**config.mk**
```make
export PLATFORM = sky130hd
export DESIGN_NAME = alu_muldiv_seq
export DESIGN_NICKNAME = d
export VERILOG_FILES = /design/src/rtl/alu_muldiv_pkg.sv /design/src/rtl/muldiv_datapath.sv /design/src/rtl/alu_muldiv_seq.sv
export SDC_FILE = /design/constraint.sdc
export NUM_CORES = 1
export LEC_CHECK = 0
export CAP_MARGIN = 25
export CORE_ASPECT_RATIO = 1.5
export CORE_MARGIN = 8
export CORE_UTILIZATION = 45
export CTS_CLUSTER_DIAMETER = 80
export DETAILED_ROUTE_END_ITERATION = 6
export PLACE_DENSITY = 0.67
export SKIP_LAST_GASP = 1
export SLEW_MARGIN = 20
export SYNTH_ARGS = -nofsm -noshare
export SYNTH_HDL_FRONTEND = slang
export SYNTH_SLANG_ARGS = --single-unit
export TNS_END_PERCENT = 30
```
**constraint.sdc**
```tcl
create_clock -name clk -period 9.82 [get_ports clk]
set_input_delay 1.964 -clock clk [delete_from_list [all_inputs] [get_ports clk]]
set_output_delay 1.964 -clock clk [all_outputs]
set_load 0.05 [all_outputs]
```
**src/rtl/alu_muldiv_pkg.sv**
```systemverilog
`default_nettype none
// ============================================================================
// alu_muldiv_pkg : op/state encodings and signed-min constants for the
//                  iterative RV32M/RV64M multiply/divide unit
// Revision       : 1.0
// ============================================================================
package alu_muldiv_pkg;

  typedef enum logic [2:0] {
    OP_MUL    = 3'd0,
    OP_MULH   = 3'd1,
    OP_MULHSU = 3'd2,
    OP_MULHU  = 3'd3,
    OP_DIV    = 3'd4,
    OP_DIVU   = 3'd5,
    OP_REM    = 3'd6,
    OP_REMU   = 3'd7
  } op_e;

  typedef enum logic [1:0] {
    ST_IDLE = 2'd0,
    ST_CALC = 2'd1,
    ST_DONE = 2'd2
  } state_e;

  localparam logic [63:0] C_SMIN_XLEN32 = 64'h0000_0000_8000_0000;
  localparam logic [63:0] C_SMIN_XLEN64 = 64'h8000_0000_0000_0000;

  // Most negative signed value for the given width, right-aligned in 64 bits.
  function automatic logic [63:0] smin_pattern(input int xlen);
    return (xlen == 64) ? C_SMIN_XLEN64 : C_SMIN_XLEN32;
  endfunction

endpackage
`default_nettype wire

```
**src/rtl/muldiv_datapath.sv**
```systemverilog
`default_nettype none
// ============================================================================
// muldiv_datapath : shared 2*XLEN shift register, add/sub unit and sign fix
//                   for shift-add multiply and restoring divide
// Revision        : 1.0
// ============================================================================
module muldiv_datapath
  import alu_muldiv_pkg::*;
#(
  parameter int XLEN = 32
) (
  input  logic            clk,
  input  logic            rst_n,
  input  logic            load,
  input  logic            step,
  input  logic [2:0]      op,
  input  logic [XLEN-1:0] rs1,
  input  logic [XLEN-1:0] rs2,
  output logic            fast_hit,
  output logic [XLEN-1:0] fast_result,
  output logic [XLEN-1:0] final_result
);

  localparam logic [63:0]      c_smin_full = smin_pattern(XLEN);
  localparam logic [XLEN-1:0]  c_smin      = c_smin_full[XLEN-1:0];

  op_e               w_op;
  logic              w_in_div;
  logic              w_sign1;
  logic              w_sign2;
  logic              w_neg1;
  logic              w_neg2;
  logic [XLEN-1:0]   w_mag1;
  logic [XLEN-1:0]   w_mag2;
  logic              w_dz;
  logic              w_ovf;

  op_e               r_op;
  logic [2*XLEN-1:0] r_acc;
  logic [XLEN-1:0]   r_opb;
  logic              r_neg_a;
  logic              r_neg_b;

  logic              w_div;
  logic [XLEN:0]     w_add_a;
  logic [XLEN+1:0]   w_sum;
  logic              w_ge;
  logic [XLEN:0]     w_mul_hi;
  logic [2*XLEN-1:0] w_acc_next;
  logic [2*XLEN-1:0] w_prod;
  logic [XLEN-1:0]   w_quo;
  logic [XLEN-1:0]   w_rem;

  assign w_op     = op_e'(op);
  assign w_in_div = op[2];
  assign w_sign1  = (w_op == OP_MUL) || (w_op == OP_MULH) || (w_op == OP_MULHSU) ||
                    (w_op == OP_DIV) || (w_op == OP_REM);
  assign w_sign2  = (w_op == OP_MUL) || (w_op == OP_MULH) ||
                    (w_op == OP_DIV) || (w_op == OP_REM);
  assign w_neg1   = w_sign1 & rs1[XLEN-1];
  assign w_neg2   = w_sign2 & rs2[XLEN-1];
  assign w_mag1   = w_neg1 ? (~rs1 + 1'b1) : rs1;
  assign w_mag2   = w_neg2 ? (~rs2 + 1'b1) : rs2;

  // Divide-by-zero and signed overflow bypass the iteration entirely.
  assign w_dz        = w_in_div && (rs2 == '0);
  assign w_ovf       = ((w_op == OP_DIV) || (w_op == OP_REM)) && (rs1 == c_smin) && (&rs2);
  assign fast_hit    = w_dz || w_ovf;
  assign fast_result = w_dz ? (op[1] ? rs1 : '1) : (op[1] ? '0 : rs1);

  // One adder serves both: hi+multiplicand, or shifted remainder - divisor.
  assign w_div    = r_op[2];
  assign w_add_a  = w_div ? r_acc[2*XLEN-1:XLEN-1] : {1'b0, r_acc[2*XLEN-1:XLEN]};
  assign w_sum    = {1'b0, w_add_a}
                  + (w_div ? ~{2'b00, r_opb} : {2'b00, r_opb})
                  + {{(XLEN+1){1'b0}}, w_div};
  assign w_ge     = ~w_sum[XLEN+1];
  assign w_mul_hi = r_acc[0] ? w_sum[XLEN:0] : {1'b0, r_acc[2*XLEN-1:XLEN]};

  assign w_acc_next = w_div
                    ? {(w_ge ? w_sum[XLEN-1:0] : w_add_a[XLEN-1:0]), r_acc[XLEN-2:0], w_ge}
                    : {w_mul_hi, r_acc[XLEN-1:1]};

  assign w_prod = r_neg_a ? (~w_acc_next + 1'b1) : w_acc_next;
  assign w_quo  = w_acc_next[XLEN-1:0];
  assign w_rem  = w_acc_next[2*XLEN-1:XLEN];

  always_comb begin
    final_result = '0;
    case (r_op)
      OP_MUL:                         final_result = w_prod[XLEN-1:0];
      OP_MULH, OP_MULHSU, OP_MULHU:   final_result = w_prod[2*XLEN-1:XLEN];
      OP_DIV, OP_DIVU:                final_result = r_neg_a ? (~w_quo + 1'b1) : w_quo;
      OP_REM, OP_REMU:                final_result = r_neg_b ? (~w_rem + 1'b1) : w_rem;
      default:                        final_result = '0;
    endcase
  end

  always_ff @(posedge clk or negedge rst_n) begin
    if (!rst_n) begin
      r_op    <= OP_MUL;
      r_acc   <= '0;
      r_opb   <= '0;
      r_neg_a <= 1'b0;
      r_neg_b <= 1'b0;
    end else if (load) begin
      r_op    <= w_op;
      r_acc   <= w_in_div ? {{XLEN{1'b0}}, w_mag1} : {{XLEN{1'b0}}, w_mag2};
      r_opb   <= w_in_div ? w_mag2 : w_mag1;
      r_neg_a <= w_neg1 ^ w_neg2;
      r_neg_b <= w_neg1;
    end else if (step) begin
      r_acc   <= w_acc_next;
    end
  end

endmodule
`default_nettype wire

```
**src/rtl/alu_muldiv_seq.sv**
```systemverilog
`default_nettype none
// ============================================================================
// alu_muldiv_seq : iterative RV32M/RV64M multiply/divide unit with
//                  valid/ready handshakes; FSM, counter and result register
// Revision       : 1.0
// ============================================================================
module alu_muldiv_seq
  import alu_muldiv_pkg::*;
#(
  parameter int XLEN = 32
) (
  input  logic            clk,
  input  logic            rst_n,
  input  logic            flush,
  input  logic            in_valid,
  output logic            in_ready,
  input  logic [2:0]      op,
  input  logic [XLEN-1:0] rs1,
  input  logic [XLEN-1:0] rs2,
  output logic            out_valid,
  input  logic            out_ready,
  output logic [XLEN-1:0] result
);

  localparam int c_cw = $clog2(XLEN) + 1;

  state_e          r_state;
  logic [c_cw-1:0] r_cnt;
  logic [c_cw-1:0] w_cnt_next;
  logic            w_accept;
  logic            w_step;
  logic            w_fast_hit;
  logic [XLEN-1:0] w_fast_result;
  logic [XLEN-1:0] w_final;

  assign w_accept   = in_valid && (r_state == ST_IDLE) && !flush;
  assign w_step     = (r_state == ST_CALC) && !flush;
  assign w_cnt_next = r_cnt - c_cw'(1);

  muldiv_datapath #(
    .XLEN (XLEN)
  ) u_datapath (
    .clk          (clk),
    .rst_n        (rst_n),
    .load         (w_accept),
    .step         (w_step),
    .op           (op),
    .rs1          (rs1),
    .rs2          (rs2),
    .fast_hit     (w_fast_hit),
    .fast_result  (w_fast_result),
    .final_result (w_final)
  );

  always_ff @(posedge clk or negedge rst_n) begin
    if (!rst_n) begin
      r_state   <= ST_IDLE;
      r_cnt     <= '0;
      in_ready  <= 1'b1;
      out_valid <= 1'b0;
      result    <= '0;
    end else if (flush) begin
      // Abort leaves the last presented result in place.
      r_state   <= ST_IDLE;
      r_cnt     <= '0;
      in_ready  <= 1'b1;
      out_valid <= 1'b0;
    end else begin
      case (r_state)
        ST_IDLE: begin
          if (in_valid) begin
            in_ready <= 1'b0;
            if (w_fast_hit) begin
              r_state   <= ST_DONE;
              out_valid <= 1'b1;
              result    <= w_fast_result;
            end else begin
              r_state <= ST_CALC;
              r_cnt   <= c_cw'(XLEN);
            end
          end
        end
        ST_CALC: begin
          r_cnt <= w_cnt_next;
          if (w_cnt_next == '0) begin
            r_state   <= ST_DONE;
            out_valid <= 1'b1;
            result    <= w_final;
          end
        end
        ST_DONE: begin
          if (out_ready) begin
            r_state   <= ST_IDLE;
            out_valid <= 1'b0;
            in_ready  <= 1'b1;
          end
        end
        default: begin
          r_state   <= ST_IDLE;
          in_ready  <= 1'b1;
          out_valid <= 1'b0;
        end
      endcase
    end
  end

endmodule
`default_nettype wire

```
Word level (Yosys, flattened, before mapping)

Cells that the tools add are included.
W data, S select, Z words.

Bits in registers: 143
Bits of input ports: 72

$add $sub $neg: 8
Eq/ne operators: 23
Muxes and demuxes: 42
Bitwise operators: 11
Reduce and logical (&&, ||, !) cells: 32

Operator list:

| operator                | number |
|---|---|
| $mux W32                | 13 |
| $mux W64                | 4 |
| $add A32 B1 Y32 const B | 4 |
| $not A32 Y32            | 4 |
| $pmux W32 S4            | 1 |
| $mux W33                | 2 |
| $add A64 B1 Y64 const B | 1 |
| $not A64 Y64            | 1 |
| $pmux W32 S2            | 1 |
| $add A33 B34 Y34        | 1 |
| $add A34 B1 Y34         | 1 |
| $mux W34                | 1 |
| $not A32 Y34            | 1 |
| $eq A32 B32 Y1 const B  | 1 |
| $logic_not A32 Y1       | 1 |
| $reduce_and A32 Y1      | 1 |
| $eq A3 B3 Y1 const B    | 6 |
| $mux W6                 | 3 |
| $pmux W6 S2             | 1 |
| $mux W2                 | 5 |
| $eq A3 B2 Y1 const B    | 3 |
| $ne A3 B3 Y1 const B    | 3 |
| $reduce_and A3 Y1       | 3 |
| $logic_or A1 B1 Y1      | 8 |
| 24 further kinds        | 46 |

Depth between registers and ports, before layout

Depth in word-level cells: 12
Mapped depth: 34

Cells and area by module

From an unflattened synthesis, not the netlist that was laid out.

Cells, all modules: 2103
Area, all modules: 15960.3 um2

Modules (own cells, without submodules):

| module          | instances | cells an instance | area each (um2) |
|---|---|---|---|
| muldiv_datapath | 1         | 1924              | 13843.3 |
| alu_muldiv_seq  | 1         | 179               | 2117.0 |

Worst setup path before layout

OpenSTA, ideal clock, no wires.

Path type: reg-to-reg
Start: register u_datapath.r_op[2]
End: register result[20]
Data arrival time: 8224 ps
Required time: 9700 ps
Slack: 1476 ps
Cell stages (with the launch flop): 33
Path buffers: 12
Clock period less this slack: 8344 ps
Path through: dfrtp_1 buf_4 buf_6 buf_2 buf_2 buf_2 buf_1 buf_2 buf_2 buf_1 clkbuf_1 buf_1 mux2_2 ha_1 a21oi_4 o21ai_2 a221o_1 o211ai_2 o211a_1 buf_2 o21ai_0 inv_1 ha_1 o211ai_1 or4_1 or4_4 or2_1 nor2_1 nand3_1 o21ai_0 xor2_1 o22ai_1 a31o_1

Cells in the longest elaborated chain, start to end: 11
Elaborated cells between the ends (all ways): 31
Classes of those cells: 5 x add/sub; 7 x eq/ne; 11 x mux; 4 x bitwise; 4 x reduce/logical

Ends and longest elaborated chain:

| item                                    | RTL line                                     | RTL |
|---|---|---|
| from (decl)                             | muldiv_datapath.sv:38                        | `op_e r_op;` |
| from (signal assigned)                  | muldiv_datapath.sv:107                       | `r_op <= w_op;` |
| $mux W33 or $mux W34 (tied branches)    | muldiv_datapath.sv:73, muldiv_datapath.sv:75 |  |
| $add A33 B34 Y34                        | muldiv_datapath.sv:75                        | `+ (w_div ? ~{2'b00, r_opb} : {2'b00, r_opb})` |
| $add A34 B1 Y34                         | muldiv_datapath.sv:76                        | `+ {{(XLEN+1){1'b0}}, w_div};` |
| $mux W33 (tied with other cells)        | muldiv_datapath.sv:78                        | `assign w_mul_hi = r_acc[0] ? w_sum[XLEN:0] : {1'b0, r_acc[2*XLEN-1:XLEN]};` |
| $mux W64                                | muldiv_datapath.sv:81                        | `? {(w_ge ? w_sum[XLEN-1:0] : w_add_a[XLEN-1:0]), r_acc[XLEN-2:0], w_ge}` |
| $not A64 Y64 (tied with other cells)    | muldiv_datapath.sv:84                        | `assign w_prod = r_neg_a ? (~w_acc_next + 1'b1) : w_acc_next;` |
| $add A64 B1 Y64 (tied with other cells) | muldiv_datapath.sv:84                        |  |
| $mux W64 (tied with other cells)        | muldiv_datapath.sv:84                        |  |
| $pmux W32 S4 (*)                        | muldiv_datapath.sv:90                        | `case (r_op)` |
| $mux W32 (*)                            | alu_muldiv_seq.sv:85                         | `if (w_cnt_next == '0) begin` |
| $pmux W32 S2 (*)                        | alu_muldiv_seq.sv:69                         | `case (r_state)` |
| to (signal assigned)                    | alu_muldiv_seq.sv:76                         | `result <= w_fast_result;` |
| to (signal assigned)                    | alu_muldiv_seq.sv:88                         | `result <= w_final;` |
| to (decl)                               | alu_muldiv_seq.sv:22                         | `output logic [XLEN-1:0] result` |

Every way passes the cells marked *; elsewhere a longest branch is shown, timed or not. The select of a mux whose other input is x is not followed.
A chain may end at the register's enable or synchronous reset.

Worst setup path after layout

Start: register u_datapath.r_op[2]
End: register result[0]

The elaborated chain is that of the path after synthesis.

==> results.md <==
- Via-to-Cell Ratio: 6.65
- Biggest area consumer among synthesized cells: dfrtp_1
- Mapped Nets: roughly 2200
- Number of antenna violations at the first check in global routing: 0
- Critical path launch point type: register
- Critical Path RT: around 10000 ps
- Area share of the largest cell type after synthesis: roughly 23%
- Shortest period the worst path allows: 7840 ps
- Unrepaired setup endpoints after global routing: no
- Bufs on Longest Clock Path: 2
- Number of global-route vias before repair: 15900
- Number of synthesized flops with an enable pin: 0
- Antenna diodes: 0
- I/O pin total: 106
- Critical path endpoint category: register
- Fin nets: 2186
- Share of post-route cells with drive strength above 1: 8.00%
- Antenna viol nets, final: 0
- Number of H-tree levels: 4
- Crit path setup slack, layout: around 2000 ps
- Peak VDD IR: approximately 0.00016 V
- Number of warning messages in the yosys log: 0
- Status: complete, no violations
- Largest cells by area after synthesis: dfrtp_1 (23%), o21ai_0 (7.2%), a21oi_1 (6.7%)
- Clock latency on the worst-skew pair: ~470 ps
- TritonCTS clock tree: done
- Die height: 242 um
- Number of buffers added for setup after CTS: 0
- Chip width: 167 um
- Critical-path cell list: buf_12, xor2_1, ha_1, a21oi_1, o21ai_2, a221oi_1, o21ba_2, o211a_1, o21ai_0, inv_1, ha_1, o211ai_1, or4_1, or4_4, or2_1, nor2_1, nor2_1, xnor2_1, o21ai_0, a21oi_1, o21ai_0
- Final worst-path cycle share: 79.8%
- Crit Path Max Fanout: 85
- Normalized max-slew margin: a little under a third
- Count of TritonRoute iterations in the first routing pass: 6
- Weighted congestion reported at the end of routability-driven placement: 1.00
- Post-layout util: 51.5%
- Starting density of the core: roughly 46%
- Clk_skew: about 16 ps
- Fraction of registers with async set/reset: 100%
- Number of pins with negative max-slew slack in the final report: 0
- Total design power: 5.01 mW
- Slew at the pin with the worst max-slew slack: 1030 ps
- Worst setup path category: register to register
- CTS-repair resized insts: 0
- Core box area: 33400 um2
- Mean Syn Cell Area: between 7 and 8 um2
- Ratio of total power to cell area: ~290 nW/um2
- Sum of routed wire length over all layers: between 60000 and 70000 um
- Number of hold buffers added after CTS: 0
- Sequential element share of the synthesized area: between 20% and 30%
- Number of vias after detailed routing: 16700
- Dpl hpwl: 51700 um
- All-Layer GR Usage: 32.3%
- Final TNS setup: 0 ps
- Leak: a little under 7 nW
- Slowest stage delay, CP: just under 1000 ps
- # Max-Cap Violations: 0
- Post-synthesis sequential element count: ~140
- Number of buffers added by the clock tree synthesis step: 17
- Count of distinct cell types in the synthesized netlist: 106
- Number of cells produced by synthesis: 2053
- Die area: around 40000 um2
- WP buf/inv: 2
- Grt ovf: 0
- Cell row count: 82
- Most common cell in the netlist: nand2_1
- Number of setup violations in the final report: 0
- Sinks on Clock Net: around 140
- Post-route DRC violation count: 0
- Top FF cell, synth: dfrtp_1
- Mapped cell area: around 15000 um2
- Port bufs: 105
- First-pass GRT wire length: 99300 um
- Final hold violation count: 0
- Cell chosen for the clock root: clkbuf_16
- Post-placement worst setup slack: 2230 ps
- Final-layout worst hold slack: 508 ps
- Standard cell with the maximum stage delay on the critical path: dfrtp_4
- Achievable clock frequency: 128 MHz
- Average wire length per cell after detail routing: 26.8 um
- Clock input transition at the sequential cells of the worst setup and hold paths: 70 ps
- Dominant cell type by count on the critical path: o21ai_0
- Kind of cell with the highest combined delay on the critical path: compound AO/OA/AOI/OAI gates
- Data arrival at the endpoint of the critical path: 8220 ps
- Hold crit path type: register to register
- Synth-to-Final Area Change: 12.7%
- Initial DRC Count: 1881
- Largest net degree at the start of global routing: 103
- Top post-synthesis cells by count: nand2_1 (245), o21ai_0 (221), a21oi_1 (205)
-- layer usage --
layer | part of all wire (%) | up-vias | track usage, %
met5 | 0 | - | 0
met4 | 9.5 | 0 | 28.2
met3 | 7.0 | 254 | 5.37
met2 | 48 | 933 | 54.6
met1 | 36 | 7895 | 34.5
li1 | - | 7586 | -
-- sequential cells by signal, indices dropped and copies added, names as in the netlist, 2 cells and up --
name              cells
u_datapath.r_acc     64
result               32
u_datapath.r_opb     32
r_cnt                 6
u_datapath.r_op       3
r_state               2
-- worst reg2reg max path: cells and delay by family (launching register included) --
family / cells / cell delay, ps
compound gates: 10 / 3030
xor+xnor: 2 / 400
flops: 1 / 980
simple gates: 5 / 2190
buf+inv: 2 / 670
fa+ha+maj: 2 / 510
-- area by class of cell --
type | count | area [um2]
timing repair buffer | 135 | 1330
clock inverter | 13 | 128
multi-input combinational | 1733 | 11100
fill | 3313 | 16200
clock buffer | 19 | 453
inverter | 45 | 169
tap | 420 | 526
sequential | 143 | 3580
-- stage by stage --
stage	instance area, um2	cells
floorplan	15300	2053
global placement	16600	2474
detailed placement	16600	2475
CTS	17200	2507
global route	17200	2508
finish	17200	2508
-- worst paths after layout --
path	startpoint	endpoint	slack [ps]	cells past startpoint
max in group asynchronous	rst_n	in_ready$_DFFE_PN1P_	7080	3
hold reg to reg	u_datapath.r_opb[6]$_DFFE_PN0P_	u_datapath.r_opb[6]$_DFFE_PN0P_	510	2
hold / removal	u_datapath.r_opb[6]$_DFFE_PN0P_	u_datapath.r_opb[6]$_DFFE_PN0P_	510	2
setup / recovery	u_datapath.r_op[2]$_DFFE_PN0P_	result[0]$_DFFE_PN0P_	1980	21
min in group asynchronous	rst_n	u_datapath.r_opb[3]$_DFFE_PN0P_	1520	1
setup reg to reg	u_datapath.r_op[2]$_DFFE_PN0P_	result[0]$_DFFE_PN0P_	1980	21
-- placed cells by master, fill, tap and decap left out, drive strengths merged, types with 19 or more instances in the layout --
cell type	instances
buf	32
a21oi	211
inv	49
o211ai	24
nand3	41
clkbuf	19
nor2	191
nor3	70
xnor2	89
dfrtp	142
a221oi	31
nand4	28
o21ai	234
xor2	99
nor4	19
mux2i	45
mux2	30
nand2	246
a211oi	34
o31ai	34
ha	38
clkdlybuf4s50	103
-- logic make-up (layout without fill, tap and decap cells) --
group / after synthesis / after routing / share of synthesized area (%)
XOR/XNOR: 188 / 188 / 10.8
adder cells (fa/ha/maj): 39 / 39 / 3.24
buffers and inverters: 177 / 212 / 4.87
AND/OR/NAND/NOR: 695 / 695 / 21.4
multiplexers: 75 / 75 / 5.15
flip-flops: 143 / 143 / 23.4
AO/OA/AOI/OAI: 736 / 736 / 31.2
-- power breakdown --
part | total [mW] | internal, mW | switching (mW) | leakage [nW]
registers | 0.977 | 0.736 | 0.241 | 1.81
clock network | 0.678 | 0.367 | 0.310 | 0.283
logic | 3.35 | 1.10 | 2.25 | 4.70
total | 5.01 | 2.20 | 2.80 | 6.79
Power figures use the tool's default switching activity.
==> RTL change (same settings) <==
`XLEN` is set to 32 in 2 places; all go to 16.
--- a/src/rtl/muldiv_datapath.sv
+++ b/src/rtl/muldiv_datapath.sv
@@ -8,5 +8,5 @@
   import alu_muldiv_pkg::*;
 #(
-  parameter int XLEN = 32
+  parameter int XLEN = 16
 ) (
   input  logic            clk,
--- a/src/rtl/alu_muldiv_seq.sv
+++ b/src/rtl/alu_muldiv_seq.sv
@@ -8,5 +8,5 @@
   import alu_muldiv_pkg::*;
 #(
-  parameter int XLEN = 32
+  parameter int XLEN = 16
 ) (
   input  logic            clk,
Ports: changed (resized result, rs1 and rs2); port bits go from 106 to 58. The function was not compared with the original's and may differ.
==> RTL change against the original RTL <==
  * Wire length shrank 60%
  * Sequential power down 42%
  * Area after synthesis down 48%
  * Critical path depth decreased by 3
  * Worst setup slack better by 1.4 ns
  * Sequential cell count down 65
  * Power fell by 47%
  * Global-route usage is 8.8 points lower
  * Final area shrank 48%
==> RTL change: results (changes against the original RTL) <==
| Metric | Value |
|---|---|
| Avg Synthesized Cell Area | `7.482 um2 (+0.38%)` |
| Dpl hpwl | `20,540 um (-60%)` |
| Maximum vdd drop | `0.1176 mV (-26%)` |
| Via Count | `8,016 (-52%)` |
| GRT Util Overall | `23.51% (-8.8 points)` |
| H-tree levels | `3 (-1)` |
| Hold wc startpoint | `r_cnt[4]` |
| CP max stage delay | `0.82 ns (-0.16 ns)` |
| DP Area | `8631 um2 (-48%)` |
| Terminus of the critical flop-to-flop path | `result[12]` |
| Sequential-to-total area share from yosys stat | `24.35% (+0.96 points)` |
| Commonest cells post-synth | `nand2_1 (125), o21ai_0 (108), nor2_1 (95), a21oi_1 (90), dfrtp_1 (77)` |
| Gpl congestion | `0.9557 (-4.9%)` |
| Biggest regs | `u_datapath.r_acc x32, result x16, u_datapath.r_opb x16` |
| Pre-antenna DRT Iters | `7 (+1)` |
| Synth top area cells | `dfrtp_1 (24%), o21ai_0 (6.7%), nand2_1 (5.9%)` |
| Measured slew at the worst slew-check pin | `0.9432 ns (-0.08296 ns)` |
| Vias in the first global route | `7,872 (-50%)` |
| Worst hold path depth | `1 (-1)` |
| Critical Path AT | `6.75 ns (-1.47 ns)` |
| Largest net degree at the start of global routing | `64 (-38%)` |
| P_leak | `0.003535 uW (-48%)` |
| Count of different cell masters after synthesis | `73 (-31%)` |
| Initial drt markers | `502 (-73%)` |
| Reg-to-reg setup timing slack | `3.34 ns (+1.35 ns)` |
| CP top delay family | `simple AND/OR/NAND/NOR gates` |
| Status | `completed` |
| WL final | `26,620 um (-60%)` |
| Hold Path End | `r_cnt[4]` |
-- RTL change: routing by layer --
layer  global-route usage, %  part of all wire (%)  routed length, um
met5                       0                     0                  0
met4                   16.93                   7.1               1878
met3                   2.547                   3.9               1051
met2                   42.40                    51              13660
met1                   24.95                    38              10030
-- RTL change: kinds of logic (layout without fill, tap and decap cells) --
family                     Yosys count  after routing  synth area share, %
adders and majority gates           23             23                3.682
buffers and inverters               99            106                4.961
muxes                               44             44                5.757
xor gates and xnor gates            97             97                10.59
and+or+nand+nor                    375            375                22.50
AOI/OAI and AO/OA                  356            356                28.16
DFF                                 78             78                24.35
-- RTL change: how the worst max path moves through the flow --
stage                             startpoint          to  slack [ns]  cells past startpoint
after global routing      u_datapath.r_op[2]  result[12]        2.91                     18
after detailed placement              rs2[8]  result[14]        3.21                     11
after floorplan           u_datapath.r_op[2]  result[12]        2.67                     26
final                     u_datapath.r_op[2]  result[12]        3.34                     18
after global placement                rs2[8]  result[14]        3.32                     11
after CTS                 u_datapath.r_op[2]  result[12]        3.43                     18
-- RTL change: area by class of cell --
type	instances	area [um2]
tap	217	271.5
multi-input combinational	895	5689
sequential	78	1957
fill	1765	8743
timing repair buffer	70	700.7
clock inverter	7	55.05
inverter	20	75.07
clock buffer	9	225.2
-- RTL change: report_power, final --
group	internal (uW)	leakage, uW	switching, uW
Sequential	423	0.000987	144
Combinational	640	0.00242	1110
Clock	174	0.000133	149
Total	1240	0.00354	1410
-- RTL change: stage by stage --
step,worst slack [ns],total power [uW],hold slack (ns)
6_report,3.336,2643,0.4964
5_1_grt,2.906,2828,0.5237
4_1_cts,3.430,2623,0.4999
3_5_place_dp,3.214,2288,0.4752
3_3_place_gp,3.323,2286,0.4820
2_1_floorplan,2.675,1795,0.4610
